File: src/rtl/plic_lite.sv
// plic_lite: AHB-Lite platform interrupt controller with priority arbitration and claim/complete
module plic_lite #(
  parameter int NUM_SRC = 4,
  parameter int PRIO_WIDTH = 3
) (
  input  logic               clk,
  input  logic               rst_n,
  input  logic [NUM_SRC-1:0] irq_src,
  input  logic               HSELx,
  input  logic [31:0]        HADDR,
  input  logic               HWRITE,
  input  logic [2:0]         HSIZE,
  input  logic [2:0]         HBURST,
  input  logic [1:0]         HTRANS,
  input  logic               HMASTLOCK,
  input  logic [31:0]        HWDATA,
  output logic [31:0]        HRDATA,
  output logic               HREADY,
  output logic [1:0]         HRESP,
  output logic               irq_external
);
  localparam logic [5:0] A_PEND = 6'h20, A_EN = 6'h21, A_TH = 6'h22, A_CLAIM = 6'h23;
  logic [PRIO_WIDTH-1:0] prio [1:NUM_SRC];
  logic [NUM_SRC:1] pending, inflight, enable;
  logic [PRIO_WIDTH-1:0] threshold, best_prio;
  logic [4:0] best_id;
  logic [5:0] dp_addr;
  logic dp_valid, dp_write, rd_phase, wr_phase, claim, complete;
  logic unused;
  assign unused = ^{HSIZE, HBURST, HMASTLOCK, HADDR[31:8], HADDR[1:0], HWDATA};
  assign HREADY = 1'b1;
  assign HRESP = 2'b00;
  assign rd_phase = rst_n && dp_valid && !dp_write;
  assign wr_phase = dp_valid && dp_write;
  assign claim = rd_phase && dp_addr == A_CLAIM && best_id != 5'd0;
  assign complete = wr_phase && dp_addr == A_CLAIM;
  // strict > keeps the lowest ID on priority ties
  always_comb begin
    best_id = '0;
    best_prio = '0;
    for (int i = 1; i <= NUM_SRC; i++)
      if (pending[i] && enable[i] && prio[i] > threshold && prio[i] > best_prio) begin
        best_id = 5'(i);
        best_prio = prio[i];
      end
  end
  always_comb begin
    HRDATA = '0;
    for (int i = 1; i <= NUM_SRC; i++)
      if (rd_phase && dp_addr == 6'(i)) HRDATA = 32'(prio[i]);
    if (rd_phase)
      HRDATA = dp_addr == A_PEND  ? 32'({pending, 1'b0}) :
               dp_addr == A_EN    ? 32'({enable, 1'b0}) :
               dp_addr == A_TH    ? 32'(threshold) :
               dp_addr == A_CLAIM ? 32'(best_id) : HRDATA;
  end
  always_ff @(posedge clk) begin
    if (!rst_n) begin
      dp_valid <= 1'b0;
      dp_write <= 1'b0;
      dp_addr <= '0;
      pending <= '0;
      inflight <= '0;
      enable <= '0;
      threshold <= '0;
      irq_external <= 1'b0;
      for (int i = 1; i <= NUM_SRC; i++) prio[i] <= '0;
    end else begin
      dp_valid <= HSELx && HTRANS[1];
      dp_write <= HWRITE;
      dp_addr <= HADDR[7:2];
      irq_external <= best_id != 5'd0;
      if (wr_phase && dp_addr == A_EN) enable <= HWDATA[NUM_SRC:1];
      if (wr_phase && dp_addr == A_TH) threshold <= HWDATA[PRIO_WIDTH-1:0];
      for (int i = 1; i <= NUM_SRC; i++) begin
        if (wr_phase && dp_addr == 6'(i)) prio[i] <= HWDATA[PRIO_WIDTH-1:0];
        pending[i] <= pending[i] ? !(claim && best_id == 5'(i)) : irq_src[i-1] && !inflight[i];
        inflight[i] <= (claim && best_id == 5'(i)) ? 1'b1 :
                       (complete && HWDATA[4:0] == 5'(i)) ? 1'b0 : inflight[i];
      end
    end
  end
endmodule
File: config.mk
export PLATFORM = sky130hd
export DESIGN_NAME = plic_lite
export DESIGN_NICKNAME = d
export VERILOG_FILES = /design/src/rtl/plic_lite.sv
export SDC_FILE = /design/constraint.sdc
export NUM_CORES = 1
export LEC_CHECK = 0
export CELL_PAD_IN_SITES_DETAIL_PLACEMENT = 1
export CELL_PAD_IN_SITES_GLOBAL_PLACEMENT = 2
export CORE_ASPECT_RATIO = 1.25
export CORE_UTILIZATION = 23
export DETAILED_ROUTE_END_ITERATION = 8
export GPL_ROUTABILITY_DRIVEN = 0
export PLACE_DENSITY_LB_ADDON = 0.05
export SLEW_MARGIN = 10
export SYNTH_ARGS = -nofsm -noshare
export SYNTH_HDL_FRONTEND = slang
export SYNTH_SLANG_ARGS = --single-unit
File: constraint.sdc
create_clock -name clk -period 6.8 [get_ports clk]
set_clock_uncertainty 0.15 [all_clocks]
set_input_delay 1.7 -clock clk [delete_from_list [all_inputs] [get_ports clk]]
set_output_delay 1.7 -clock clk [all_outputs]
set_load 0.02 [all_outputs]
==> flow_summary.json, run 1 <==
{
  "via_count": 2201,
  "cts_htree_levels": 2,
  "rr_startpoint": "prio[0][4]",
  "cts_made_buffers": 5,
  "final_common_cell": "buf_4",
  "core_sq_um": 10600,
  "rsz0062_at_grt": "yes",
  "cts_tree": "built",
  "grt_pass1_wl_mm": 12.9,
  "grt_max_degree": 31,
  "mostFrequentLayoutCells": "41 x buf_4, 30 x conb_1, 23 x dfxtp_1",
  "grt_use_met3_pct": 2.32,
  "cp-endpoint": "HRDATA[1]",
  "cts_root_buf": "clkbuf_16",
  "worst_setup_path_start_kind": "flip-flop",
  "ys.flop_type": "dfxtp_1",
  "cp_data_arrival_time_ns": 5.04,
  "final_cells": 484,
  "synth-seq-area-share_pct": 33.6,
  "tightest_slew_ns": 1.19,
  "grtUsageMet1_pct": 19.8,
  "area.sequential_sq_um": 842,
  "finalPower_uw": 539,
  "clkSinkCount": 36,
  "dpl_cell_area_sq_um": 2990,
  "crit_path_start": "prio[0][4]",
  "grt_pass1_vias": 2287,
  "clk_latency_ns": 0.28,
  "synth_area_leaders": "dfxtp_1 19%, edfxtp_1 14%, ha_1 10%, buf_4 9.3%, mux2i_1 4.0%",
  "dp_slack_ns": -0.705,
  "synth_cell_types": 49,
  "antenna_found_initial": 0,
  "synth-edff-count": 12,
  "drcViolationCount": 0,
  "top_level_ports": 117,
  "maxCapViolations": 0,
  "dp_cells": 465,
  "synth_area_sq_um": 2500,
  "dr.pass1.iters": 4,
  "multiInputGateArea_sq_um": 1720,
  "postCtsHoldBufs": 0,
  "r2r-end": "pending[1]",
  "rrSetupSlack_ns": 1.34,
  "ys_warn_count": 0,
  "final_hold_viol_count": 0,
  "r2r.worst_path.cells": 23,
  "die_h_microns": 119,
  "start_util_pct": 23.6,
  "crit_fanout": 5,
  "fin_crit_ns": 6.89,
  "path_clk_slew_ns": 0.05,
  "fillerInstances": 1242,
  "worstPathRequired_ns": 4.95,
  "syn_to_final_growth_pct": 38.5,
  "netlist_instances": 289,
  "ir_worst_vdd_mv": 0.0818,
  "holdCritPathClass": "flip-flop to flip-flop",
  "postLayoutCoreUtil_pct": 32.7,
  "die_x_microns": 95.3,
  "first_iter_violations": 57,
  "vias_per_cell": 4.55,
  "critPathKind": "flip-flop to output port",
  "ys_seq_elements": 36,
  "leakage_nw": 1.33,
  "dp_hpwl_mm": 6.48,
  "status": "finished, violations left",
  "syn_avg_cell_area_sq_um": 8.66,
  "globalRoute.busiestLayer": "met2",
  "slew_headroom_pct": 19.7,
  "async_flop_share_pct": 0,
  "grt_use_met2_pct": 26.3,
  "cp-end-kind": "output port",
  "design_area_sq_um": 3470,
  "routed_wl_mm": 8.24,
  "diodes": 0,
  "cts.path.max_buffers": 2,
  "violations": "negative setup slack",
  "synth_top_area_cell": "dfxtp_1",
  "fmax_mhz": 145,
  "port_buffers": 25,
  "final_max_slew_viol_count": 0,
  "drive_gt1_share_pct": 26.4,
  "die-area_sq_um": 11300,
  "wl_per_cell_microns": 17.0,
  "fin_crit_sh_pct": 101,
  "yosysTopAreaCellShare_pct": 19.2,
  "antenna_left": 0,
  "finalWorstSetupSlack_ns": -0.0878,
  "finalSetupViolCount": 3,
  "final_nets": 454,
  "rows": 42,
  "grt.overflow.total": 0,
  "pwr_density_cell_nw_per_um2": 155,
  "grt_usage_pct": 15.8
}
-- layer usage --
metal | part of all wire (%) | up-vias
met1 | 44 | 1035
li1 | - | 1103
met2 | 50 | 49
met4 | 3.3 | 0
met3 | 2.3 | 14
met5 | 0 | -
-- final cells by class --
class | instances | share of cell area, %
multi-input cells | 232 | 49.7
flip-flops and latches | 36 | 24.3
repair buffers | 67 | 16.3
well taps | 132 | 4.76
clock buffers | 6 | 3.72
inverters | 10 | 1.08
clock inverters | 1 | 0.144
-- stage by stage --
step	TNS, ns	hold WS (ns)
6_report	-0.173	0.329
5_1_grt	-0.987	0.353
4_1_cts	-0.183	0.338
3_5_place_dp	-1.88	0.330
3_3_place_gp	-1.82	0.315
2_1_floorplan	0	0.299
-- repair_timing --
action / CTS / global route
pin swaps: 15 / 12
setup endpoints to repair: 3 / 3
setup buffers: 13 / 0
resized for setup: 53 / 12
hold endpoints to repair: 0 / 0
-- flip-flops by register name, indices dropped and copies added (netlist names), 3 cells and up --
signal and cells:
dp_addr 6, enable 4, inflight 4, pending 4, prio 12, threshold 3
-- cells in the mapped netlist (3+ instances only) --
cell type and instances:
mux2i_1 10, buf_4 31, dfxtp_1 24, and3_1 4
nor3_1 12, o21ai_0 14, inv_1 10, nand2_1 21
clkbuf_1 7, nor2b_1 12, a21oi_1 14, o41ai_1 3
ha_1 21, nand2b_1 5, nor2_1 23, o211a_1 3
and2_1 8, nand3_1 12, edfxtp_1 12
-- kinds of logic after synthesis --
kind of cell | count (synthesis) | share of synthesized area, %
other | 2 | 0.300
buffers and inverters | 49 | 12.0
AOI/OAI and AO/OA | 54 | 13.8
DFF | 36 | 33.6
and+or+nand+nor | 115 | 24.8
muxes | 12 | 4.90
adders and majority gates | 21 | 10.5
-- critical path: stages, from the launching register on --
cell       delay (ns)
edfxtp_1         0.44
ha_4             0.30
nor2b_4          0.15
o311ai_4         0.14
or3_4            0.44
ha_4             0.26
nand3_2          0.05
and4_4           0.22
and3_4           0.24
buf_6            0.11
a21oi_2          0.05
ha_1             0.30
a31oi_1          0.18
nand4_1          0.17
buf_4            0.18
a21o_1           0.17
ha_4             0.28
nand3_2          0.06
and4_1           0.21
nand3_2          0.13
a31oi_4          0.10
a2111oi_4        0.35
buf_4            0.20
-- power breakdown --
| group | internal [mW] | switching (mW) |
|---|---|---|
| clock network | 0.133 | 0.0842 |
| registers | 0.230 | 0.0143 |
| logic | 0.0328 | 0.0444 |
-- worst min-delay path by stage --
stage / startpoint / depth (start not counted) / to
CTS: inflight[1] / 2 / inflight[1]
floorplan: inflight[2] / 2 / inflight[2]
global placement: inflight[4] / 2 / inflight[4]
detailed placement: inflight[4] / 2 / inflight[4]
global route: inflight[4] / 2 / inflight[4]
finish: inflight[1] / 2 / inflight[1]
Note: power is estimated with default switching activity, not from simulation.
==> run 2, diff against run 1 <==
Settings changed: MAX_ROUTING_LAYER set to met4.
==> run 2 against run 1 <==
Against the previous run:
- the flow still finishes with violations (negative setup slack)
- routed wire length decreased by 0.12%
- global-route usage increased by 0.40 points
- sequential share of layout area unchanged
- setup slack improved by 0.0091 ns
- combinational power about the same
- first-iteration DRC count unchanged
- utilization unchanged
- critical path type unchanged
==> flow_summary.json, run 2 (same netlist as run 1, synthesis figures left out) <==
{
  "die_h_microns": 119,
  "cts_root_buf": "clkbuf_16",
  "fillerInstances": 1242,
  "final_common_cell": "buf_4",
  "grt_pass1_vias": 2295,
  "port_buffers": 25,
  "grt.overflow.total": 0,
  "core_sq_um": 10600,
  "wl_per_cell_microns": 17.0,
  "postCtsHoldBufs": 0,
  "finalWorstSetupSlack_ns": -0.0787,
  "dr.pass1.iters": 4,
  "grt_usage_pct": 16.2,
  "cp_data_arrival_time_ns": 5.03,
  "grt_pass1_wl_mm": 12.9,
  "fmax_mhz": 145,
  "holdCritPathClass": "flip-flop to flip-flop",
  "grt_max_degree": 31,
  "cts_made_buffers": 5,
  "rows": 42,
  "dp_cells": 465,
  "worstPathRequired_ns": 4.95,
  "ir_worst_vdd_mv": 0.0817,
  "start_util_pct": 23.6,
  "tightest_slew_ns": 1.15,
  "crit_fanout": 5,
  "die_x_microns": 95.3,
  "whs_ns": 0.329,
  "clk_latency_ns": 0.28,
  "drcViolationCount": 0,
  "critPathKind": "flip-flop to output port",
  "dp_slack_ns": -0.705,
  "antenna_found_initial": 0,
  "cp-end-kind": "output port",
  "finalPower_uw": 539,
  "antenna_left": 0,
  "via_count": 2210,
  "cts_tree": "built",
  "die-area_sq_um": 11300,
  "largest_reg_flops": 12,
  "syn_to_final_growth_pct": 38.5,
  "final_max_slew_viol_count": 0,
  "fin_crit_ns": 6.88,
  "final_hold_viol_count": 0,
  "dp_hpwl_mm": 6.48,
  "reg_top3": "prio: 12 flops, dp_addr: 6 flops",
  "clkSinkCount": 36,
  "vias_per_cell": 4.57,
  "slew_headroom_pct": 22.8,
  "largest_register": "prio",
  "cts.path.max_buffers": 2,
  "drive_gt1_share_pct": 26.4,
  "finalSetupViolCount": 3,
  "first_iter_violations": 57,
  "final_nets": 454,
  "mostFrequentLayoutCells": "41 x buf_4, 30 x conb_1, 23 x dfxtp_1",
  "cts_htree_levels": 2,
  "pwr_density_cell_nw_per_um2": 155,
  "fin_crit_sh_pct": 101,
  "path_clk_slew_ns": 0.05,
  "diodes": 0,
  "maxCapViolations": 0,
  "violations": "negative setup slack",
  "leakage_nw": 1.33,
  "final_cells": 484,
  "status": "finished, violations left",
  "worst_setup_path_start_kind": "flip-flop",
  "top_level_ports": 117,
  "rsz0062_at_grt": "yes",
  "routed_wl_mm": 8.23
}
-- run 2: cell counts in the layout (fill, tap and decap cells not counted) --
Identical to the previous run, type by type.
-- run 2: timing repair --
item                                    in CTS  in global routing
endpoints found under the setup margin       3                  3
pin swaps                                   15                 12
gates resized for setup                     53                 12
cloned                                       0                  0
setup buffers                               13                  0
-- run 2: final cells by class --
| cell class | instances | area, sq um | area share, % |
|---|---|---|---|
| Sequential cell | 36 | 842 | 24.3 |
| Inverter | 10 | 37.5 | 1.08 |
| Timing Repair Buffer | 67 | 567 | 16.3 |
| Tap cell | 132 | 165 | 4.76 |
| Multi-Input combinational cell | 232 | 1720 | 49.7 |
| Clock inverter | 1 | 5.00 | 0.144 |
| Clock buffer | 6 | 129 | 3.72 |
-- run 2: worst paths after layout --
| path | cells after the start | endpoint | slack [ns] | startpoint |
|---|---|---|---|---|
| setup / recovery | 23 | HRDATA[1] | -0.08 | prio[0][4] |
| hold / removal | 2 | inflight[4] | 0.33 | inflight[4] |
| setup reg to reg | 24 | pending[1] | 1.35 | prio[0][4] |
| hold reg to reg | 2 | inflight[4] | 0.33 | inflight[4] |
-- run 2: worst max-delay path, stage by stage, from the launching register on --
cell       delay (ns)
edfxtp_1         0.44
ha_4             0.30
nor2b_4          0.15
o311ai_4         0.14
or3_4            0.44
ha_4             0.26
nand3_2          0.05
and4_4           0.22
and3_4           0.24
buf_6            0.11
a21oi_2          0.05
ha_1             0.31
nand2_1          0.05
o21ai_1          0.12
nand4_1          0.17
buf_4            0.18
a21o_1           0.17
ha_4             0.28
nand3_2          0.06
and4_1           0.21
nand3_2          0.13
a31oi_4          0.10
a2111oi_4        0.35
buf_4            0.20
-- run 2: through the flow --
stage	cell area [sq um]	utilization (%)	TNS, ns
6_report	3470	32.7	-0.163
5_1_grt	3470	32.7	-0.983
4_1_cts	3390	32.0	-0.183
3_5_place_dp	2990	28.2	-1.88
3_3_place_gp	2990	28.2	-1.82
2_1_floorplan	2620	-	0
-- run 2: routing by layer --
layer	GRT usage [%]	up-vias	part of all wire [%]
li1	-	1104	-
met1	19.4	1043	44
met2	26.5	49	51
met3	2.32	14	2.3
met4	7.29	0	3.3
met5	-	-	0
-- run 2: power by group --
part	internal [mW]	switching, mW	total, mW	leakage (nW)
clock network	0.133	0.0845	0.217	0.0667
registers	0.230	0.0143	0.245	0.311
logic	0.0328	0.0443	0.0771	0.955
total	0.396	0.143	0.539	1.33
